[src/rtl/div_issue_queue_pkg.sv]
// Shared types for the divider issue queue: FSM states, uop payload and tag widths.
package div_issue_queue_pkg;

  localparam int unsigned LG_ROB_ENTRIES      = 6;
  localparam int unsigned LG_HILO_PRF_ENTRIES = 2;
  localparam int unsigned DIV_LG_W            = 5;
  localparam int unsigned DIV_W               = 1 << DIV_LG_W;

  typedef enum logic [1:0] {
    IDLE     = 2'd0,
    WAIT_DIV = 2'd1,
    HOLD_WB  = 2'd2
  } state_t;

  typedef struct packed {
    logic [DIV_W-1:0]               srcA;
    logic [DIV_W-1:0]               srcB;
    logic                           is_signed;
    logic [LG_ROB_ENTRIES-1:0]      rob_ptr;
    logic [LG_HILO_PRF_ENTRIES-1:0] hilo_ptr;
  } div_uop_t;

endpackage

[src/rtl/div_issue_queue_uop_fifo.sv]
// Small synchronous FIFO with wrap-bit pointers and a one-cycle clear.
module uop_fifo #(
  parameter int unsigned WIDTH    = 8,
  parameter int unsigned LG_DEPTH = 2
) (
  input  logic             clk,
  input  logic             reset,
  input  logic             clear,
  input  logic             push,
  input  logic [WIDTH-1:0] push_data,
  input  logic             pop,
  output logic [WIDTH-1:0] head,
  output logic             full,
  output logic             empty
);

  localparam int unsigned DEPTH = 1 << LG_DEPTH;

  logic [WIDTH-1:0]  mem [DEPTH];
  logic [LG_DEPTH:0] wr_ptr;
  logic [LG_DEPTH:0] rd_ptr;

  always_ff @(posedge clk) begin
    if (reset || clear) begin
      wr_ptr <= '0;
      rd_ptr <= '0;
    end else begin
      if (push) wr_ptr <= wr_ptr + 1'b1;
      if (pop)  rd_ptr <= rd_ptr + 1'b1;
    end
  end

  always_ff @(posedge clk) begin
    if (push) mem[wr_ptr[LG_DEPTH-1:0]] <= push_data;
  end

  // Same slot index with differing wrap bits means the writer has lapped the reader.
  assign empty = (wr_ptr == rd_ptr);
  assign full  = (wr_ptr[LG_DEPTH] != rd_ptr[LG_DEPTH]) &&
                 (wr_ptr[LG_DEPTH-1:0] == rd_ptr[LG_DEPTH-1:0]);
  assign head  = mem[rd_ptr[LG_DEPTH-1:0]];

endmodule

[src/rtl/div_issue_queue.sv]
// Divider front end: queues divide uops, launches one at a time, holds the result for writeback.
module div_issue_queue
  import div_issue_queue_pkg::*;
#(
  parameter int unsigned LG_W     = DIV_LG_W,
  parameter int unsigned LG_DEPTH = 2
) (
  input  logic                           clk,
  input  logic                           reset,
  input  logic                           in_valid,
  output logic                           in_ready,
  input  logic [(1<<LG_W)-1:0]           in_srcA,
  input  logic [(1<<LG_W)-1:0]           in_srcB,
  input  logic                           in_signed,
  input  logic [LG_ROB_ENTRIES-1:0]      in_rob_ptr,
  input  logic [LG_HILO_PRF_ENTRIES-1:0] in_hilo_ptr,
  input  logic                           flush,
  output logic                           div_start,
  output logic [(1<<LG_W)-1:0]           div_srcA,
  output logic [(1<<LG_W)-1:0]           div_srcB,
  output logic                           div_signed,
  output logic [LG_ROB_ENTRIES-1:0]      div_rob_ptr,
  output logic [LG_HILO_PRF_ENTRIES-1:0] div_hilo_ptr,
  input  logic                           div_ready,
  input  logic                           div_complete,
  input  logic [2*(1<<LG_W)-1:0]         div_y,
  input  logic [LG_ROB_ENTRIES-1:0]      div_rob_ptr_in,
  input  logic [LG_HILO_PRF_ENTRIES-1:0] div_hilo_ptr_in,
  output logic                           wb_valid,
  input  logic                           wb_ack,
  output logic [(1<<LG_W)-1:0]           wb_hi,
  output logic [(1<<LG_W)-1:0]           wb_lo,
  output logic [LG_ROB_ENTRIES-1:0]      wb_rob_ptr,
  output logic [LG_HILO_PRF_ENTRIES-1:0] wb_hilo_ptr,
  output logic                           busy
);

  localparam int unsigned W = 1 << LG_W;

  state_t   state, state_nxt;
  logic     r_squash, squash_nxt;
  logic     capture;
  logic     push;
  logic     fifo_full, fifo_empty;
  div_uop_t in_uop, head_uop;
  logic [LG_ROB_ENTRIES-1:0] r_launch_rob;

  assign in_ready = !fifo_full && !flush && !reset;
  assign push     = in_valid && in_ready;

  always_comb begin
    in_uop           = '0;
    in_uop.srcA      = in_srcA;
    in_uop.srcB      = in_srcB;
    in_uop.is_signed = in_signed;
    in_uop.rob_ptr   = in_rob_ptr;
    in_uop.hilo_ptr  = in_hilo_ptr;
  end

  uop_fifo #(
    .WIDTH    ($bits(div_uop_t)),
    .LG_DEPTH (LG_DEPTH)
  ) u_fifo (
    .clk       (clk),
    .reset     (reset),
    .clear     (flush),
    .push      (push),
    .push_data (in_uop),
    .pop       (div_start),
    .head      (head_uop),
    .full      (fifo_full),
    .empty     (fifo_empty)
  );

  assign div_srcA     = head_uop.srcA;
  assign div_srcB     = head_uop.srcB;
  assign div_signed   = head_uop.is_signed;
  assign div_rob_ptr  = head_uop.rob_ptr;
  assign div_hilo_ptr = head_uop.hilo_ptr;

  always_comb begin
    state_nxt  = state;
    squash_nxt = r_squash;
    div_start  = 1'b0;
    wb_valid   = 1'b0;
    capture    = 1'b0;
    case (state)
      IDLE: begin
        if (!reset && !fifo_empty && div_ready && !flush) begin
          div_start = 1'b1;
          state_nxt = WAIT_DIV;
        end
      end
      WAIT_DIV: begin
        // The divider cannot be killed, so a flush only marks the in-flight result for discard.
        if (div_complete) begin
          squash_nxt = 1'b0;
          state_nxt  = (r_squash || flush) ? IDLE : HOLD_WB;
          capture    = !(r_squash || flush);
        end else if (flush) begin
          squash_nxt = 1'b1;
        end
      end
      HOLD_WB: begin
        wb_valid = !reset;
        if (flush || wb_ack) state_nxt = IDLE;
      end
      default: state_nxt = IDLE;
    endcase
  end

  always_ff @(posedge clk) begin
    if (reset) begin
      state        <= IDLE;
      r_squash     <= 1'b0;
      wb_hi        <= '0;
      wb_lo        <= '0;
      wb_rob_ptr   <= '0;
      wb_hilo_ptr  <= '0;
      r_launch_rob <= '0;
    end else begin
      state    <= state_nxt;
      r_squash <= squash_nxt;
      if (capture) begin
        wb_hi       <= div_y[2*W-1:W];
        wb_lo       <= div_y[W-1:0];
        wb_rob_ptr  <= div_rob_ptr_in;
        wb_hilo_ptr <= div_hilo_ptr_in;
      end
      if (div_start) r_launch_rob <= head_uop.rob_ptr;
    end
  end

  assign busy = !reset && (!fifo_empty || (state != IDLE));

  a_complete_only_in_wait: assert property (
    @(posedge clk) disable iff (reset) div_complete |-> (state == WAIT_DIV));

  a_returned_tag_matches: assert property (
    @(posedge clk) disable iff (reset)
    (div_complete && state == WAIT_DIV) |-> (div_rob_ptr_in == r_launch_rob));

endmodule

[config.mk]
export PLATFORM = sky130hd
export DESIGN_NAME = div_issue_queue
export DESIGN_NICKNAME = d
export VERILOG_FILES = /design/src/rtl/div_issue_queue_pkg.sv /design/src/rtl/div_issue_queue_uop_fifo.sv /design/src/rtl/div_issue_queue.sv
export SDC_FILE = /design/constraint.sdc
export NUM_CORES = 1
export LEC_CHECK = 0
export CORE_MARGIN = 4
export CORE_UTILIZATION = 40
export CTS_BUF_LIST = sky130_fd_sc_hd__clkbuf_16
export DETAILED_ROUTE_END_ITERATION = 8
export GPL_ROUTABILITY_DRIVEN = 1
export PLACE_DENSITY = 0.65
export SETUP_SLACK_MARGIN = 0.3
export SLEW_MARGIN = 5
export SYNTH_ARGS = -nofsm -noshare
export SYNTH_HDL_FRONTEND = slang
export SYNTH_HIERARCHICAL = 1
export SYNTH_SLANG_ARGS = --single-unit
[constraint.sdc]
create_clock -name clk -period 5.48 [get_ports clk]
set_clock_uncertainty 0.05 [all_clocks]
set_input_delay 0.548 -clock clk [delete_from_list [all_inputs] [get_ports clk]]
set_output_delay 0.548 -clock clk [all_outputs]
set_load 0.02 [all_outputs]
==> qor.yml <==
status: "completed"
numCtsBuffers: 40
via_count: 7598
area_growth_pct: 31.61
cp_cell_sequence: "buf_12 > mux4_2 > clkdlybuf4s50_1"
synth_top_area_share_pct: 60.61
ff2ff_path_depth: 6
die_area_um2: 39270
yosys.area.top_type: "edfxtp_1"
ir_worst_vdd_uv: 234.3
drive_gt1_share_pct: 14.13
grt_pass1_wl_um: 47290
rows: 69
synth-seq-area-share_pct: 72.10
worst_slew_pin_slew_ns: 1.032
tns_ns: 0
fin_crit_ns: 3.626
crit_type: "flip-flop to output port"
regArea_um2: 10440
cp-start-kind: "flip-flop"
num_antenna_cells: 0
multiInputGateArea_um2: 3622
r2r_end: "u_fifo/mem[3][29]"
port-buffer-count: 300
grt_setup_unrepaired: "false"
h-tree-depth: 2
cts_root_buf: "clkbuf_16"
synth.area.top_cells: "edfxtp_1, dfxtp_1, mux4_2"
cts_hold_buf: 0
nNetsFinal: 1222
setup-violations-final: 0
cap_violations: 0
synth_nets: 914
syn_area_per_cell_um2: 19.11
timing.final.crit_share_pct: 66.16
critPathMaxStageDelay_ns: 0.83
pin_count: 301
final_antenna_net_count: 0
rr_startpoint: "u_fifo/wr_ptr[0]"
arrival_ns: 3.03
fillers: 2823
max_slew_margin_pct: 31.21
hold_depth: 2
cts_tree: "yes"
hp-start: "reset"
drc_errors: 0
drt-pass1-iter-count: 4
drt_iter0_markers: 431
netlist_area_um2: 14470
crit_family: "buffers and inverters"
ctsResizeCount: 0
die_h_um: 198.2
dp_slack_ns: 2.046
gp_congestion: 0.7069
hpwl_um: 19650
antenna_found_initial: 1
grt-ovfl-total: 0
insertion_delay_ns: 0.52
routed_wl_um: 31040
whs_ns: 0.4034
synthDistinctLibCells: 30
wire_per_inst_um: 20.01
crit_path_top_delay_cell: "dfxtp_4"
crit_required_ns: 4.88
die_x_um: 198.2
cts_post_setup_buffers_inserted: 0
avgViaCountPerCell: 4.899
p_leak_nw: 6.063
cts_max_path_buffers: 3
synth_cells: 757
hold_path.class: "input port to flip-flop"
grt_pass1_vias: 7991
drv_slew: 0
power.density_nw_per_um2: 316.3
utilization_pct: 53.40
grt_usage_pct: 15.59
fmaxAchievable_mhz: 275.8
whs_endpoint: "state[0]"
synth-seq-cells: 375
start_util_pct: 40.57
cp-end-kind: "output port"
finalHoldViolCount: 0
ys_warn_count: 6
total_power_mw: 6.023
regToRegSetupSlack_ns: 2.57
fin_ws_ns: 1.854
core_area_um2: 35660
crit_fanout: 38
clkSinkCount: 375
cp.buffers_inverters: 2
grt_max_degree: 133
clk_pin_slew_ns: 0.06
## synthesized netlist by cell type, drive strengths merged
cell type,number
buf,24
or2,1
a21oi,2
nand2b,144
mux2i,74
nor3,6
nor4,2
a21bo,2
nor3b,1
o21ba,1
nand3b,3
and2,5
ha,5
inv,5
edfxtp,292
nor2,6
xor2,2
nor2b,1
mux4,73
xnor2,3
nand2,1
dfxtp,83
clkbuf,18
a31oi,3
## logic make-up (layout without fill, tap and decap cells)
logic type               Yosys count  in the layout  share of synthesized area [%]
flip-flops                       375            375                          72.10
adder cells (fa/ha/maj)            5              5                         0.4325
AO/OA/AOI/OAI                      8              8                         0.4065
buffers and inverters             47            380                          2.975
AND/OR/NAND/NOR                  170            170                          7.274
XOR/XNOR                           5              5                         0.3028
multiplexers                     147            147                          16.51
## worst max-delay path by stage
| stage | to | slack (ns) | cells after the start |
|---|---|---|---|
| floorplan | u_fifo/mem[3][0] | 1.56 | 5 |
| CTS | div_srcA[11] | 1.74 | 3 |
| global route | div_srcA[11] | 1.60 | 3 |
| global placement | div_start | 2.14 | 5 |
| finish | div_srcA[11] | 1.85 | 3 |
| detailed placement | u_fifo/mem[3][28] | 2.05 | 5 |
## metrics by stage
step	instance area [um^2]	cells
after floorplan	14470	757
after global placement	17740	1484
after detailed placement	17740	1484
after CTS	19040	1551
after global routing	19040	1551
final	19040	1551
## cell type report
type	count	share of cell area (%)
multi-input cells	335	19.02
flip-flops and latches	375	54.82
repair buffers	308	16.19
inverters	5	0.09857
well taps	461	3.030
clock buffers	40	5.257
clock inverters	27	1.577
## layer usage
layer | global-route usage [%] | vias up | wire (um)
met5 | 0 | - | 0
met4 | 3.724 | 0 | 500
met3 | 6.823 | 36 | 3477
met2 | 23.34 | 310 | 13970
met1 | 21.24 | 3747 | 13090
li1 | - | 3505 | -
## registers in the layout, summed over array words and instances (netlist names), named ones only
signal / cells
r_squash: 1
state: 2
u_fifo/mem: 292
u_fifo/rd_ptr: 3
u_fifo/wr_ptr: 3
wb_hi: 32
wb_hilo_ptr: 2
wb_lo: 32
wb_rob_ptr: 6
## cells in the final DEF, fill, tap and decap left out, types with 2 or more instances in the layout
cell type        Yosys  routed
nand2b_1           144     144
buf_4                0       6
clkbuf_16            0      40
nand3b_1             2       2
edfxtp_1           292     292
dfxtp_1             83      81
nor4_1               2       2
mux2i_1             74      74
clkinv_1             0       2
and2_4               0       4
nor2_1               6       6
bufinv_16            0       6
inv_6                0       2
a31oi_1              3       3
buf_12              14       2
xor2_1               2       2
clkinv_2             0      11
a21bo_2              2       2
a21oi_1              2       2
clkdlybuf4s50_1      0     299
dfxtp_4              0       2
xnor2_1              3       3
nor3_1               5       5
mux4_2              72      72
inv_1                5       8
ha_1                 5       5
## power by group
part / internal, mW / switching (mW)
Combinational: 0.160 / 0.108
Sequential: 3.08 / 0.00512
Clock: 1.61 / 1.05
No activity file was read; power rests on OpenSTA's default activity.
